<file path="src/rtl/packet_gen_sched.sv">
// packet_gen_sched: queues job descriptors and launches them one at a time on an external packet generator.
// Define PACKET_GEN_SCHED_TIMER_EN to measure each job's duration on last_job_cycles.
module packet_gen_sched #(
  parameter int DEPTH = 4
) (
  input  logic                       clk,
  input  logic                       resetn,
  input  logic [79:0]                job_data,
  input  logic                       job_valid,
  output logic                       job_ready,
  input  logic                       run,
  input  logic                       abort,
  output logic [31:0]                gen_packet_count,
  output logic [15:0]                gen_packet_length,
  output logic [15:0]                gen_idle_cycles,
  output logic [15:0]                gen_initial_value,
  output logic                       gen_start,
  input  logic                       gen_busy,
  output logic [$clog2(DEPTH):0]     queue_count,
  output logic [31:0]                jobs_done,
  output logic                       idle,
  output logic [31:0]                last_job_cycles
);

  localparam int PW = $clog2(DEPTH);
  localparam int CW = $clog2(DEPTH) + 1;

  typedef enum logic [1:0] {IDLE, LAUNCH, RUNNING} state_e;

  state_e        state_q;
  logic [79:0]   mem_q [DEPTH];
  logic [PW-1:0] wrPtr_q;
  logic [PW-1:0] rdPtr_q;
  logic [CW-1:0] count_q;
  logic [CW-1:0] count_d;
  logic [79:0]   head;
  logic          push;
  logic          pop;
  logic          launch;
  logic [31:0]   genCount_q;
  logic [15:0]   genLength_q;
  logic [15:0]   genIdle_q;
  logic [15:0]   genInit_q;
  logic          genStart_q;
  logic [31:0]   jobsDone_q;

  assign head      = mem_q[rdPtr_q];
  assign job_ready = resetn && (count_q < CW'(DEPTH));
  // abort wins over both queue operations: the flush discards everything, including a same-cycle push or pop.
  assign push      = job_valid && job_ready && !abort;
  assign pop       = (state_q == IDLE) && run && (count_q != '0) && !abort;
  assign launch    = pop && (head[31:0] != '0) && (head[47:32] != '0);

  always_comb begin
    count_d = count_q;
    if (abort) begin
      count_d = '0;
    end else if (push && !pop) begin
      count_d = count_q + CW'(1);
    end else if (pop && !push) begin
      count_d = count_q - CW'(1);
    end
  end

  always_ff @(posedge clk or negedge resetn) begin
    if (!resetn) begin
      wrPtr_q <= '0;
      rdPtr_q <= '0;
      count_q <= '0;
    end else begin
      count_q <= count_d;
      if (abort) begin
        wrPtr_q <= '0;
        rdPtr_q <= '0;
      end else begin
        if (push) wrPtr_q <= wrPtr_q + PW'(1);
        if (pop)  rdPtr_q <= rdPtr_q + PW'(1);
      end
    end
  end

  always_ff @(posedge clk) begin
    if (push) mem_q[wrPtr_q] <= job_data;
  end

  // Descriptors with a zero count or length are popped and dropped without ever reaching the generator.
  always_ff @(posedge clk or negedge resetn) begin
    if (!resetn) begin
      state_q     <= IDLE;
      genStart_q  <= 1'b0;
      genCount_q  <= '0;
      genLength_q <= '0;
      genIdle_q   <= '0;
      genInit_q   <= '0;
      jobsDone_q  <= '0;
    end else begin
      genStart_q <= 1'b0;
      case (state_q)
        IDLE: begin
          if (launch) begin
            genCount_q  <= head[31:0];
            genLength_q <= head[47:32];
            genIdle_q   <= head[63:48];
            genInit_q   <= head[79:64];
            genStart_q  <= 1'b1;
            state_q     <= LAUNCH;
          end
        end
        LAUNCH: state_q <= RUNNING;
        RUNNING: begin
          if (!gen_busy) begin
            jobsDone_q <= jobsDone_q + 32'd1;
            state_q    <= IDLE;
          end
        end
        default: state_q <= IDLE;
      endcase
    end
  end

`ifdef PACKET_GEN_SCHED_TIMER_EN
  logic [31:0] timer_q;
  logic [31:0] timerInc;
  logic [31:0] lastCycles_q;

  assign timerInc = (timer_q == '1) ? timer_q : timer_q + 32'd1;

  // The latched duration includes the completing cycle, hence timerInc rather than timer_q.
  always_ff @(posedge clk or negedge resetn) begin
    if (!resetn) begin
      timer_q      <= '0;
      lastCycles_q <= '0;
    end else begin
      if (launch) begin
        timer_q <= '0;
      end else if (state_q != IDLE) begin
        timer_q <= timerInc;
      end
      if ((state_q == RUNNING) && !gen_busy) lastCycles_q <= timerInc;
    end
  end

  assign last_job_cycles = lastCycles_q;
`else
  assign last_job_cycles = '0;
`endif

  assign gen_packet_count  = genCount_q;
  assign gen_packet_length = genLength_q;
  assign gen_idle_cycles   = genIdle_q;
  assign gen_initial_value = genInit_q;
  assign gen_start         = genStart_q;
  assign queue_count       = count_q;
  assign jobs_done         = jobsDone_q;
  assign idle              = (state_q == IDLE) && (count_q == '0);

endmodule

</file>
<file path="config.mk">
export PLATFORM = sky130hd
export DESIGN_NAME = packet_gen_sched
export DESIGN_NICKNAME = d
export VERILOG_FILES = /design/src/rtl/packet_gen_sched.sv
export SDC_FILE = /design/constraint.sdc
export NUM_CORES = 1
export LEC_CHECK = 0
export ABC_AREA = 1
export CAP_MARGIN = 20
export CORE_ASPECT_RATIO = 2
export CORE_MARGIN = 2
export CORE_UTILIZATION = 50
export CTS_CLUSTER_SIZE = 25
export DETAILED_ROUTE_END_ITERATION = 10
export GPL_ROUTABILITY_DRIVEN = 0
export PLACE_DENSITY_LB_ADDON = 0.12
export SLEW_MARGIN = 10
export SYNTH_ARGS = -nofsm -noshare
export SYNTH_HDL_FRONTEND = slang
export SYNTH_SLANG_ARGS = --single-unit
</file>
<file path="constraint.sdc">
create_clock -name clk -period 4.6 [get_ports clk]
set_input_delay 0.92 -clock clk [delete_from_list [all_inputs] [get_ports clk]]
set_output_delay 0.92 -clock clk [all_outputs]
set_load 0.005 [all_outputs]
</file>
# == After elaboration in Yosys (flattened, before gate mapping) ==
# Memory sizes are Yosys's and may differ from the RTL's.
# Index checks and enable logic that the tools add are counted.
# totals
in_bits,86
n_memories,1
mem_bits_rw,320
regBits,122
# classes
n_bitwise,1
add_sub_neg,5
eq_ne,4
n_reduce_logical,25
mux,14
order_cmp,1
# mem_list
memory,words,width,rd,rd_clocked_by_memory_dff,wr,line,source
mem_q,4,80,1,0,1,31,logic [79:0] mem_q [DEPTH];
# op_table
operator,count
$add A32 B1 Y32 const B,1
$reduce_bool A32 Y1,1
$reduce_bool A16 Y1,1
$mux W2,6
$logic_and A1 B1 Y1,11
$mux W3,3
$pmux W2 S3,1
$reduce_and A2 Y1,3
$reduce_bool A3 Y1,2
$add A2 B1 Y2 const B,2
$mux W1,4
$ne A2 B2 Y1 const B,2
$reduce_bool A2 Y1,2
$add A3 B1 Y3 const B,1
$logic_not A1 Y1,3
$logic_not A3 Y1,1
$lt A3 B3 Y1 const B,1
$sub A3 B1 Y3 const B,1
$eq A2 B1 Y1 const B,1
$eq A2 B2 Y1 const B,1
$logic_not A2 Y1,1
$not A1 Y1,1

# == Depth between registers and ports, before layout ==
# Gate-level depths: netlist (run 1).
# depth
depth_word,9
ltp_mapped,16
mapped_depth_nobuf,12

# == Worst setup path after synthesis (run 1) ==
# No wires, ideal clock.
# synth_timing
path_type,input -> register
from,in resetn
to,"mem mem_q[0][0], enable pin"
path_stages,4
setup_ns,0.519
n_path_buf,0
t_arrival_ns,4.649
slack_ns,-0.568
required_ns,4.081
cell_sequence,inv_1 > nor2_1 > nand3_1 > nor2_1
# synth_between
elab_chain_cells,5
# synth_lines
item,line,source
from (decl),7,"input logic resetn,"
$logic_and A1 B1 Y1,48,assign job_ready = resetn && (count_q < CW'(DEPTH));
named net job_ready,10,"output logic job_ready,"
$logic_and A1 B1 Y1 (2 in a row),50,assign push = job_valid && job_ready && !abort;
$mux W1,83,if (push) mem_q[wrPtr_q] <= job_data;
$mux W1 (implied by the code),83,
to (decl),31,
# The timed path passes the listed nets, and every way through them passes these cells.

# == Worst setup path after layout (run 1) ==
# layout_timing
from,reg rdPtr_q[1]
to,"reg genLength_q[0], in the netlist gen_packet_length[0]"
# layout_between
elab_chain_cells,5
# layout_lines
item,line,source
from (decl),33,logic [PW-1:0] rdPtr_q;
from (signal assigned),77,if (pop) rdPtr_q <= rdPtr_q + PW'(1);
$mem_v2 Z4 W80 *,--,
$reduce_bool A32 Y1,52,assign launch = pop && (head[31:0] != '0) && (head[47:32] != '0);
$logic_and A1 B1 Y1 (2 in a row),52,
$reduce_and A2 Y1 (no source line),--,
to (signal assigned),102,genLength_q <= head[47:32];
to (decl),41,logic [15:0] genLength_q;
# Every way passes the cells marked *; elsewhere a longest branch is shown, timed or not.
# A chain may end at the register's enable or synchronous reset.

==> impl_metrics.json, run 1 <==
{
  "power_frac_seq_pct": 44.3,
  "ys_seq_elements": 442,
  "holdBufCountCts": 0,
  "met2_usage_pct": 44.4,
  "global_route_met1_utilization_pct": 26.7,
  "grt_use_total_pct": 23.7,
  "cell_internal_pwr_w": 0.00798,
  "clock-root-buffer": "sky130_fd_sc_hd__clkbuf_16",
  "finClkSkew_ns": 0.0198,
  "placedCellCount": 2208,
  "post-layout-total-power_w": 0.0113,
  "pre_cts_slack_ns": 1.04,
  "netlist.area_leader.share_pct": 53.6,
  "ys_types": 29,
  "chipWidth_um": 138,
  "outcome": "finished clean",
  "timing.fmax_ghz": 0.287,
  "nFillCells": 2950,
  "synthDominantAreaCellType": "sky130_fd_sc_hd__edfxtp_1",
  "cellPowerDensity_nw_per_um2": 519,
  "vdd_ir_drop_max_uv": 384,
  "drive_above_1_share_pct": 5.19,
  "timing.slew.headroom_pct": 29.6,
  "input_output_buffers": 203,
  "postSynth.asyncResetShare_pct": 27.6,
  "pwr-share-clk_pct": 31.5,
  "synthToLayoutAreaGrowth_pct": 21.0,
  "cts_setup_buffers": 0,
  "pin_count_of_the_biggest_net_entering_global_routing": 162,
  "grt_pass1_vias": 12500,
  "switching_power_w": 0.00328,
  "avgRoutedWirePerCell_um": 19.3,
  "setup_viol_count_final": 0,
  "rsz0062_at_grt": "false",
  "start_util_pct": 50.5,
  "sequential_to_total_area_share_from_yosys_stat_pct": 70.6,
  "data_required_time_of_the_worst_path_ns": 5.07,
  "n_antenna_cell": 0,
  "final_net_count": 1892,
  "synthesis.instances": 1615,
  "yosys_most_used_dff": "sky130_fd_sc_hd__edfxtp_1",
  "drc_marker_count_from_the_first_detailed_route_iteration": 798,
  "synth.top_cells.by_area": "sky130_fd_sc_hd__edfxtp_1, sky130_fd_sc_hd__dfrtp_1, sky130_fd_sc_hd__nand2_1",
  "drt_first_pass_iters": 5,
  "grt-busiest-layer": "met2",
  "post_synth_edffs": 320,
  "post-route-worst-setup-slack_ns": 1.12,
  "die_h_um": 272,
  "worst_slew_pin_slew_ns": 1.06,
  "met3_track_demand_over_resource_pct": 3.54,
  "worst_setup_hold_path_clk_slew_ns": 0.06,
  "routed-via-count": 12100,
  "post_cts_resized": 0,
  "drc": 0,
  "path_type_of_the_worst_setup_path": "flop to flop",
  "p_comb_share_pct": 24.2,
  "tritoncts.num_buffers": 40,
  "route.antenna.remaining_nets": 0,
  "hpwl_after_detailed_placement_um": 27100,
  "timing.critical_path.arrival_ns": 3.95,
  "path_max_fanout": 82,
  "final-max-slew-violation-count": 0,
  "sw_frac_of_total_pct": 29.1,
  "synth.cell_area_um2": 17900,
  "cts-root-to-sink-buffers": 3,
  "type_of_the_worst_min_delay_path": "primary input to asynchronous set/reset pin",
  "layoutNonFillerInstCount": 2282,
  "finalHoldViolations": 0,
  "design.die.area_um2": 37500,
  "total_leakage_power_nw": 8.77,
  "cap_violations": 0,
  "tritoncts": "done",
  "final_worst_path_cycle_share_pct": 75.7,
  "cts_num_sinks": 442,
  "core_um2": 35600,
  "period_needed_ns": 3.48,
  "synth_commonest_cells": "sky130_fd_sc_hd__nand2_1, sky130_fd_sc_hd__edfxtp_1, sky130_fd_sc_hd__nand3_1",
  "yosysMostFrequentCell": "sky130_fd_sc_hd__nand2_1",
  "clkLatencyLatePin_ns": 0.55,
  "grt_first_pass_wirelength_um": 67600,
  "vias_per_cell": 5.32,
  "timing.critical_path.from_type": "flop",
  "ys.warnings.count": 0,
  "end_kind": "flop",
  "placement_rows": 98,
  "grt-ovfl-total": 0,
  "detail_route.wirelength_um": 44000,
  "postSynthAreaPerCell_um2": 11.1,
  "grt_antenna_before_repair": 2,
  "h_tree_levels": 2,
  "num_io_pins": 236
}
[routing by layer]
metal	part of all wire [%]	up-vias
met1	37	5974
li1	-	5738
met4	3.2	4
met3	5.0	79
met2	55	334
met5	0.061	-
[final cells by class]
type | count | area (um2) | share of cell area [%]
clock inverters | 14 | 218 | 1.00
inverters | 88 | 333 | 1.53
clock buffers | 60 | 1190 | 5.47
well taps | 450 | 563 | 2.59
flip-flops and latches | 442 | 12700 | 58.3
repair buffers | 221 | 2230 | 10.3
multi-input cells | 1007 | 4510 | 20.8
[layout by cell type (no fill, tap or decap), types with 10 or more instances in the layout]
master / netlist / routed
sky130_fd_sc_hd__nor2_1: 110 / 106
sky130_fd_sc_hd__o21ai_0: 74 / 74
sky130_fd_sc_hd__buf_4: 41 / 13
sky130_fd_sc_hd__nand3_1: 186 / 186
sky130_fd_sc_hd__inv_1: 86 / 86
sky130_fd_sc_hd__clkbuf_1: 34 / 11
sky130_fd_sc_hd__nor3_1: 13 / 13
sky130_fd_sc_hd__clkbuf_16: 0 / 42
sky130_fd_sc_hd__clkdlybuf4s50_1: 0 / 202
sky130_fd_sc_hd__xnor2_1: 10 / 10
sky130_fd_sc_hd__edfxtp_1: 320 / 320
sky130_fd_sc_hd__conb_1: 1 / 32
sky130_fd_sc_hd__nand2_1: 503 / 503
sky130_fd_sc_hd__xor2_1: 20 / 20
sky130_fd_sc_hd__o22ai_1: 33 / 33
sky130_fd_sc_hd__dfrtp_1: 122 / 120
[sequential cells by signal, indices dropped and copies added, names as in the netlist]
signal / cells
mem_q: 320
queue_count: 3
gen_start: 1
wrPtr_q: 2
gen_packet_count: 32
gen_packet_length: 16
rdPtr_q: 2
state_q: 2
jobs_done: 32
gen_initial_value: 16
gen_idle_cycles: 16
[worst paths after layout]
kind	end	cells past startpoint	startpoint	slack, ns
worst max-delay path	gen_packet_length[0]	12	rdPtr_q[1]	1.12
min in group clk	gen_packet_count[11]	2	gen_packet_count[11]	0.47
worst min-delay path	gen_packet_count[8]	1	resetn	0.29
worst min register to register	gen_packet_count[11]	2	gen_packet_count[11]	0.47
worst max register to register	gen_packet_length[0]	12	rdPtr_q[1]	1.12
max in group asynchronous	rdPtr_q[0]	2	resetn	3.01
[power groups by stage]
stage	Clock (W)	Combinational, W	Sequential, W
finish	0.00354	0.00273	0.00499
global route	0.00375	0.00307	0.00504
CTS	0.00361	0.00278	0.00499
detailed placement	0	0.00277	0.00507
global placement	0	0.00270	0.00507
floorplan	0	0.00141	0.00504
[logic make-up (layout without fill, tap and decap cells)]
kind of cell	count (synthesis)	in the layout	synth area share, %
simple gates	830	830	19.1
flops	442	442	70.6
buf+inv	197	383	5.15
compound gates	109	109	3.27
xor+xnor	30	30	1.46
fa+ha+maj	6	6	0.460
other cells	1	32	0.0209
[through the flow]
step                      TNS [ns]  hold WS, ns  utilization [%]  instance area, um2
after floorplan            -181.81        0.465                -               18100
after global placement           0        0.456             57.1               20300
after detailed placement         0        0.458             57.1               20300
after CTS                        0        0.278             61.1               21700
after global routing             0        0.299             61.1               21700
final                            0        0.288             61.1               21700
[critical path: stages, from the launching register on]
cell                      delay [ns]
sky130_fd_sc_hd__dfrtp_4        0.70
sky130_fd_sc_hd__inv_2          0.22
sky130_fd_sc_hd__buf_4          0.45
sky130_fd_sc_hd__nand3_1        0.13
sky130_fd_sc_hd__nand2_1        0.13
sky130_fd_sc_hd__nand2_1        0.06
sky130_fd_sc_hd__nor2_1         0.17
sky130_fd_sc_hd__nand2_1        0.07
sky130_fd_sc_hd__nor2_1         0.19
sky130_fd_sc_hd__nand2_4        0.18
sky130_fd_sc_hd__nand2_4        0.80
sky130_fd_sc_hd__nand2_1        0.10
sky130_fd_sc_hd__nand2_1        0.10
No activity file was read; power rests on OpenSTA's default activity.
==> run 2: changes to the inputs <==
Settings changed: CORE_UTILIZATION 50 to 55.
Clock period 4.6 ns to 3.6 ns, I/O delays scaled along.
==> impl_metrics.json, run 2 (synthesis gave the netlist of run 1 again) <==
{
  "outcome": "finished clean",
  "worst_setup_hold_path_clk_slew_ns": 0.07,
  "rsz0062_at_grt": "false",
  "final_worst_path_cycle_share_pct": 86.7,
  "cts-root-to-sink-buffers": 3,
  "post_cts_resized": 0,
  "pin_count_of_the_biggest_net_entering_global_routing": 83,
  "grt-ovfl-total": 0,
  "avgRoutedWirePerCell_um": 18.6,
  "clkLatencyLatePin_ns": 0.55,
  "drc": 0,
  "final_cell_area_um2": 21700,
  "layout_common_cells": "sky130_fd_sc_hd__nand2_1, sky130_fd_sc_hd__edfxtp_1, sky130_fd_sc_hd__clkdlybuf4s50_1",
  "registers.top_by_ff_count": "mem_q",
  "clock-root-buffer": "sky130_fd_sc_hd__clkbuf_16",
  "timing.slew.headroom_pct": 44.9,
  "cts_setup_buffers": 0,
  "holdWs_ns": 0.206,
  "die_h_um": 259,
  "final-max-slew-violation-count": 0,
  "design.die.area_um2": 34200,
  "holdBufCountCts": 0,
  "setup_viol_count_final": 0,
  "data_required_time_of_the_worst_path_ns": 4.07,
  "end_kind": "flop",
  "timing.fmax_ghz": 0.321,
  "finClkSkew_ns": 0.0278,
  "type_of_the_worst_min_delay_path": "primary input to asynchronous set/reset pin",
  "grt_pass1_vias": 12400,
  "mostFrequentLayoutCell": "sky130_fd_sc_hd__nand2_1",
  "vias_per_cell": 5.39,
  "worst_slew_pin_slew_ns": 0.826,
  "synthToLayoutAreaGrowth_pct": 20.9,
  "cap_violations": 0,
  "detail_route.wirelength_um": 42200,
  "drt_first_pass_iters": 6,
  "path_max_fanout": 56,
  "grt_use_total_pct": 24.9,
  "timing.critical_path.from_type": "flop",
  "final_net_count": 1904,
  "nFillCells": 2475,
  "grt_first_pass_wirelength_um": 65700,
  "finalHoldViolations": 0,
  "drive_above_1_share_pct": 5.65,
  "core_um2": 32200,
  "drc_marker_count_from_the_first_detailed_route_iteration": 832,
  "route.antenna.remaining_nets": 0,
  "cellPowerDensity_nw_per_um2": 644,
  "start_util_pct": 55.7,
  "dpl-instance-area_um2": 20400,
  "timing.critical_path.arrival_ns": 3.59,
  "num_io_pins": 236,
  "hpwl_after_detailed_placement_um": 27100,
  "input_output_buffers": 203,
  "count_of_cells_along_the_worst_register_to_register_path": 12,
  "tritoncts": "done",
  "chipWidth_um": 132,
  "routed-via-count": 12200,
  "tritoncts.num_buffers": 38,
  "total_leakage_power_nw": 8.79,
  "period_needed_ns": 3.12,
  "h_tree_levels": 2,
  "path_type_of_the_worst_setup_path": "flop to flop",
  "placement_rows": 93,
  "cts_num_sinks": 442,
  "grt_antenna_before_repair": 4,
  "largest_register_ff_count": 320,
  "vdd_ir_drop_max_uv": 553
}
## run 2: changes by cell type in the layout (fill, tap and decap cells not counted), sizes merged
cell and change:
buf +14, clkinv +11, clkbuf -9, bufinv -3, diode +3, inv -3
## run 2: stage by stage
step           TNS, ns  utilization, %  worst slack [ns]  std cells  power [W]
3_3_place_gp         0            63.4             0.451       2199    0.00991
3_5_place_dp         0            63.4             0.422       2199     0.0100
5_1_grt              0            67.3             0.227       2272     0.0147
4_1_cts              0            67.3             0.509       2269     0.0141
6_report             0            67.3             0.480       2272     0.0140
2_1_floorplan   -28.51               -           -0.0891       1646    0.00824
## run 2: where the power goes
part | leakage (nW) | switching [W] | internal, W
Combinational | 3.74 | 0.00198 | 0.00155
Clock | 0.612 | 0.00178 | 0.00230
Sequential | 4.44 | 0.000338 | 0.00602
Total | 8.79 | 0.00410 | 0.00987
## run 2: layer usage
layer | part of all wire [%] | GRT usage, %
met3 | 5.5 | 3.98
met4 | 4.0 | 11.0
met2 | 54 | 47.0
met5 | 0.031 | 0
met1 | 36 | 27.6
## run 2: worst paths after layout
| kind | slack, ns | endpoint | startpoint |
|---|---|---|---|
| hold reg to reg | 0.47 | gen_packet_count[6] | gen_packet_count[6] |
| hold / removal | 0.21 | wrPtr_q[0] | resetn |
| max in group asynchronous | 2.30 | gen_packet_count[9] | resetn |
| min in group clk | 0.47 | gen_packet_count[6] | gen_packet_count[6] |
| setup reg to reg | 0.48 | gen_packet_count[7] | rdPtr_q[0] |
| setup / recovery | 0.48 | gen_packet_count[7] | rdPtr_q[0] |
## run 2: critical path, stage by stage, from the launching register on
cell and delay, ns:
sky130_fd_sc_hd__dfrtp_4 0.51, sky130_fd_sc_hd__inv_4 0.35, sky130_fd_sc_hd__nand2_1 0.11, sky130_fd_sc_hd__nand3_1 0.10
sky130_fd_sc_hd__nand2_1 0.13, sky130_fd_sc_hd__nand2_1 0.09, sky130_fd_sc_hd__nor2_1 0.04, sky130_fd_sc_hd__nand2_1 0.06
sky130_fd_sc_hd__nor2_1 0.08, sky130_fd_sc_hd__nor2_4 0.55, sky130_fd_sc_hd__buf_4 0.67, sky130_fd_sc_hd__nand3_1 0.17
sky130_fd_sc_hd__nand2_1 0.10
## run 2: final cells by class
| class | instances | area (um2) | share of cell area [%] |
|---|---|---|---|
| timing repair buffer | 235 | 2400 | 11.1 |
| sequential | 442 | 12700 | 58.4 |
| inverter | 88 | 334 | 1.54 |
| multi-input combinational | 1007 | 4510 | 20.8 |
| clock buffer | 51 | 1100 | 5.09 |
| clock inverter | 19 | 141 | 0.651 |
| tap | 427 | 534 | 2.46 |
| antenna | 3 | 7.51 | 0.0346 |
==> run 3: changes to the inputs <==
Settings changed: CELL_PAD_IN_SITES_DETAIL_PLACEMENT set to 1, CELL_PAD_IN_SITES_GLOBAL_PLACEMENT set to 1, CORE_UTILIZATION 55 to 44, RECOVER_POWER set to 50.
==> impl_metrics.json, run 3 (synthesis gave the netlist of run 1 again) <==
{
  "outcome": "finished with violations",
  "failing_checks": "max-capacitance violations, max-slew violations",
  "worst_setup_hold_path_clk_slew_ns": 0.07,
  "worst_slew_pin_slew_ns": 1.71,
  "tritoncts": "done",
  "setup_viol_count_final": 0,
  "routed-via-count": 12400,
  "registers.top_by_ff_count": "mem_q",
  "tritoncts.num_buffers": 40,
  "worst_setup_endpoint": "jobs_done[26]",
  "clkLatencyLatePin_ns": 0.56,
  "highest_layer": "met5",
  "num_io_pins": 236,
  "detail_route.wirelength_um": 49400,
  "worst-r2r-setup-slack_ns": 0.88,
  "design.die.area_um2": 42500,
  "final_worst_path_cycle_share_pct": 77.5,
  "cts_setup_buffers": 0,
  "final-max-slew-violation-count": 124,
  "final_net_count": 1902,
  "placement_rows": 104,
  "vdd_ir_drop_max_uv": 427,
  "start_util_pct": 44.6,
  "cts-root-to-sink-buffers": 3,
  "cap_violations": 2,
  "count_of_cells_along_the_worst_register_to_register_path": 13,
  "placedCellCount": 2298,
  "avgRoutedWirePerCell_um": 20.8,
  "finClkSkew_ns": 0.0226,
  "hpwl_after_detailed_placement_um": 31900,
  "vias_per_cell": 5.23,
  "finalHoldViolations": 0,
  "layout_common_cells": "sky130_fd_sc_hd__nand2_1, sky130_fd_sc_hd__edfxtp_1, sky130_fd_sc_hd__nand3_1",
  "path_max_fanout": 10,
  "route.antenna.remaining_nets": 0,
  "largest_register_ff_count": 320,
  "grt_first_pass_wirelength_um": 76200,
  "timing.critical_path.from_type": "primary input",
  "drt_first_pass_iters": 8,
  "timing.critical_path.arrival_ns": 3.22,
  "layoutNonFillerInstCount": 2374,
  "route.layer.met1.wl_um": 17900,
  "worst_path_dominant_cell_family": "simple AND/OR/NAND/NOR gates",
  "grt_use_total_pct": 23.4,
  "pin_count_of_the_biggest_net_entering_global_routing": 104,
  "drc": 0,
  "rr_endpoint": "gen_idle_cycles[10]",
  "timing.rr.start": "rdPtr_q[1]",
  "critical-path-max-stage-delay_ns": 0.55,
  "drc_marker_count_from_the_first_detailed_route_iteration": 523,
  "rsz0062_at_grt": "false",
  "met2RoutedLength_um": 28100,
  "timing.fmax_ghz": 0.358,
  "end_kind": "flop",
  "holdBufCountCts": 0,
  "grt_pass1_vias": 13600,
  "period_needed_ns": 2.79,
  "data_required_time_of_the_worst_path_ns": 4.03,
  "input_output_buffers": 203,
  "startpoint": "gen_busy",
  "crit_cells": 9,
  "die_h_um": 290,
  "path_type_of_the_worst_setup_path": "primary input to flop",
  "post_cts_resized": 0,
  "mostFrequentLayoutCell": "sky130_fd_sc_hd__nand2_1",
  "core_um2": 40200,
  "critical_path.n_buffers_inverters": 2,
  "grt-ovfl-total": 0,
  "worst_path_max_delay_cell": "sky130_fd_sc_hd__dlygate4sd3_1",
  "synthToLayoutAreaGrowth_pct": 22.0,
  "cells_along_the_critical_path": "dlygate4sd3_1 > inv_1 > nand3_1 > nor3_1 > nand3_1 > nor2_2 > nand4_1 > o21ai_0 > nand2_1",
  "grt_antenna_before_repair": 7,
  "worst_path_most_repeated_cell": "sky130_fd_sc_hd__nand3_1",
  "chipWidth_um": 147,
  "drive_above_1_share_pct": 5.65,
  "total_leakage_power_nw": 8.90,
  "dr_wl_met3_um": 1880,
  "post-layout-total-power_w": 0.0142,
  "cellPowerDensity_nw_per_um2": 650,
  "clock-root-buffer": "sky130_fd_sc_hd__clkbuf_16",
  "type_of_the_worst_min_delay_path": "flop to flop",
  "cts_num_sinks": 442,
  "timing.slew.headroom_pct": -14.2,
  "h_tree_levels": 2
}
run 3: cell count changes in the layout (fill, tap and decap cells not counted), moves of 2 or more:
| cell | change |
|---|---|
| sky130_fd_sc_hd__clkbuf_2 | +2 |
| sky130_fd_sc_hd__clkinv_2 | -2 |
| sky130_fd_sc_hd__buf_12 | +3 |
| sky130_fd_sc_hd__clkdlybuf4s50_1 | -118 |
| sky130_fd_sc_hd__buf_4 | -9 |
| sky130_fd_sc_hd__clkinv_1 | -4 |
| sky130_fd_sc_hd__dlygate4sd3_1 | +118 |
| sky130_fd_sc_hd__clkbuf_4 | +2 |
| sky130_fd_sc_hd__clkinv_4 | +3 |
run 3: tightest hold or removal path: stages, from the launching register on:
cell	delay, ns
sky130_fd_sc_hd__dfrtp_1	0.34
sky130_fd_sc_hd__nand2_1	0.05
sky130_fd_sc_hd__nand2_1	0.05
run 3: worst min-delay path by stage:
stage | cells after the start | slack, ns | start | end
finish | 2 | 0.47 | gen_packet_length[7] | gen_packet_length[7]
global route | 2 | 0.49 | gen_initial_value[15] | gen_initial_value[15]
CTS | 2 | 0.45 | resetn | gen_packet_count[17]
detailed placement | 2 | 0.46 | gen_packet_length[7] | gen_packet_length[7]
global placement | 2 | 0.46 | gen_initial_value[15] | gen_initial_value[15]
floorplan | 0 | 0.42 | resetn | gen_idle_cycles[0]
run 3: metrics by stage:
| step | setup TNS (ns) | util (%) | worst slack, ns | hold WS, ns | instance area [um2] |
|---|---|---|---|---|---|
| after detailed placement | 0 | 51.2 | 0.495 | 0.460 | 20600 |
| final | 0 | 54.4 | 0.810 | 0.468 | 21900 |
| after floorplan | -28.51 | - | -0.0891 | 0.424 | 18100 |
| after CTS | 0 | 54.4 | 0.854 | 0.446 | 21900 |
| after global routing | 0 | 54.4 | 0.553 | 0.490 | 21900 |
| after global placement | 0 | 51.2 | 0.578 | 0.456 | 20600 |
run 3: final cells by class:
cell class / instances / area [um2]
inverters: 88 / 333
multi-input cells: 1007 / 4510
fillers: 4244 / 18300
well taps: 530 / 663
diodes: 4 / 10.0
repair buffers: 231 / 2390
clock inverters: 18 / 164
flip-flops and latches: 442 / 12700
clock buffers: 54 / 1140
run 3: where the power goes:
group	switching [W]	leakage, nW	internal (W)	total (W)
registers	0.000355	4.44	0.00602	0.00638
logic	0.00209	3.81	0.00148	0.00357
clock network	0.00188	0.643	0.00239	0.00427
run 3: layer usage:
| layer | vias to the layer above | track usage (%) |
|---|---|---|
| li1 | 5755 | - |
| met1 | 6296 | 25.3 |
| met2 | 290 | 46.4 |
| met3 | 77 | 2.94 |
| met4 | 6 | 8.08 |
| met5 | - | 0 |
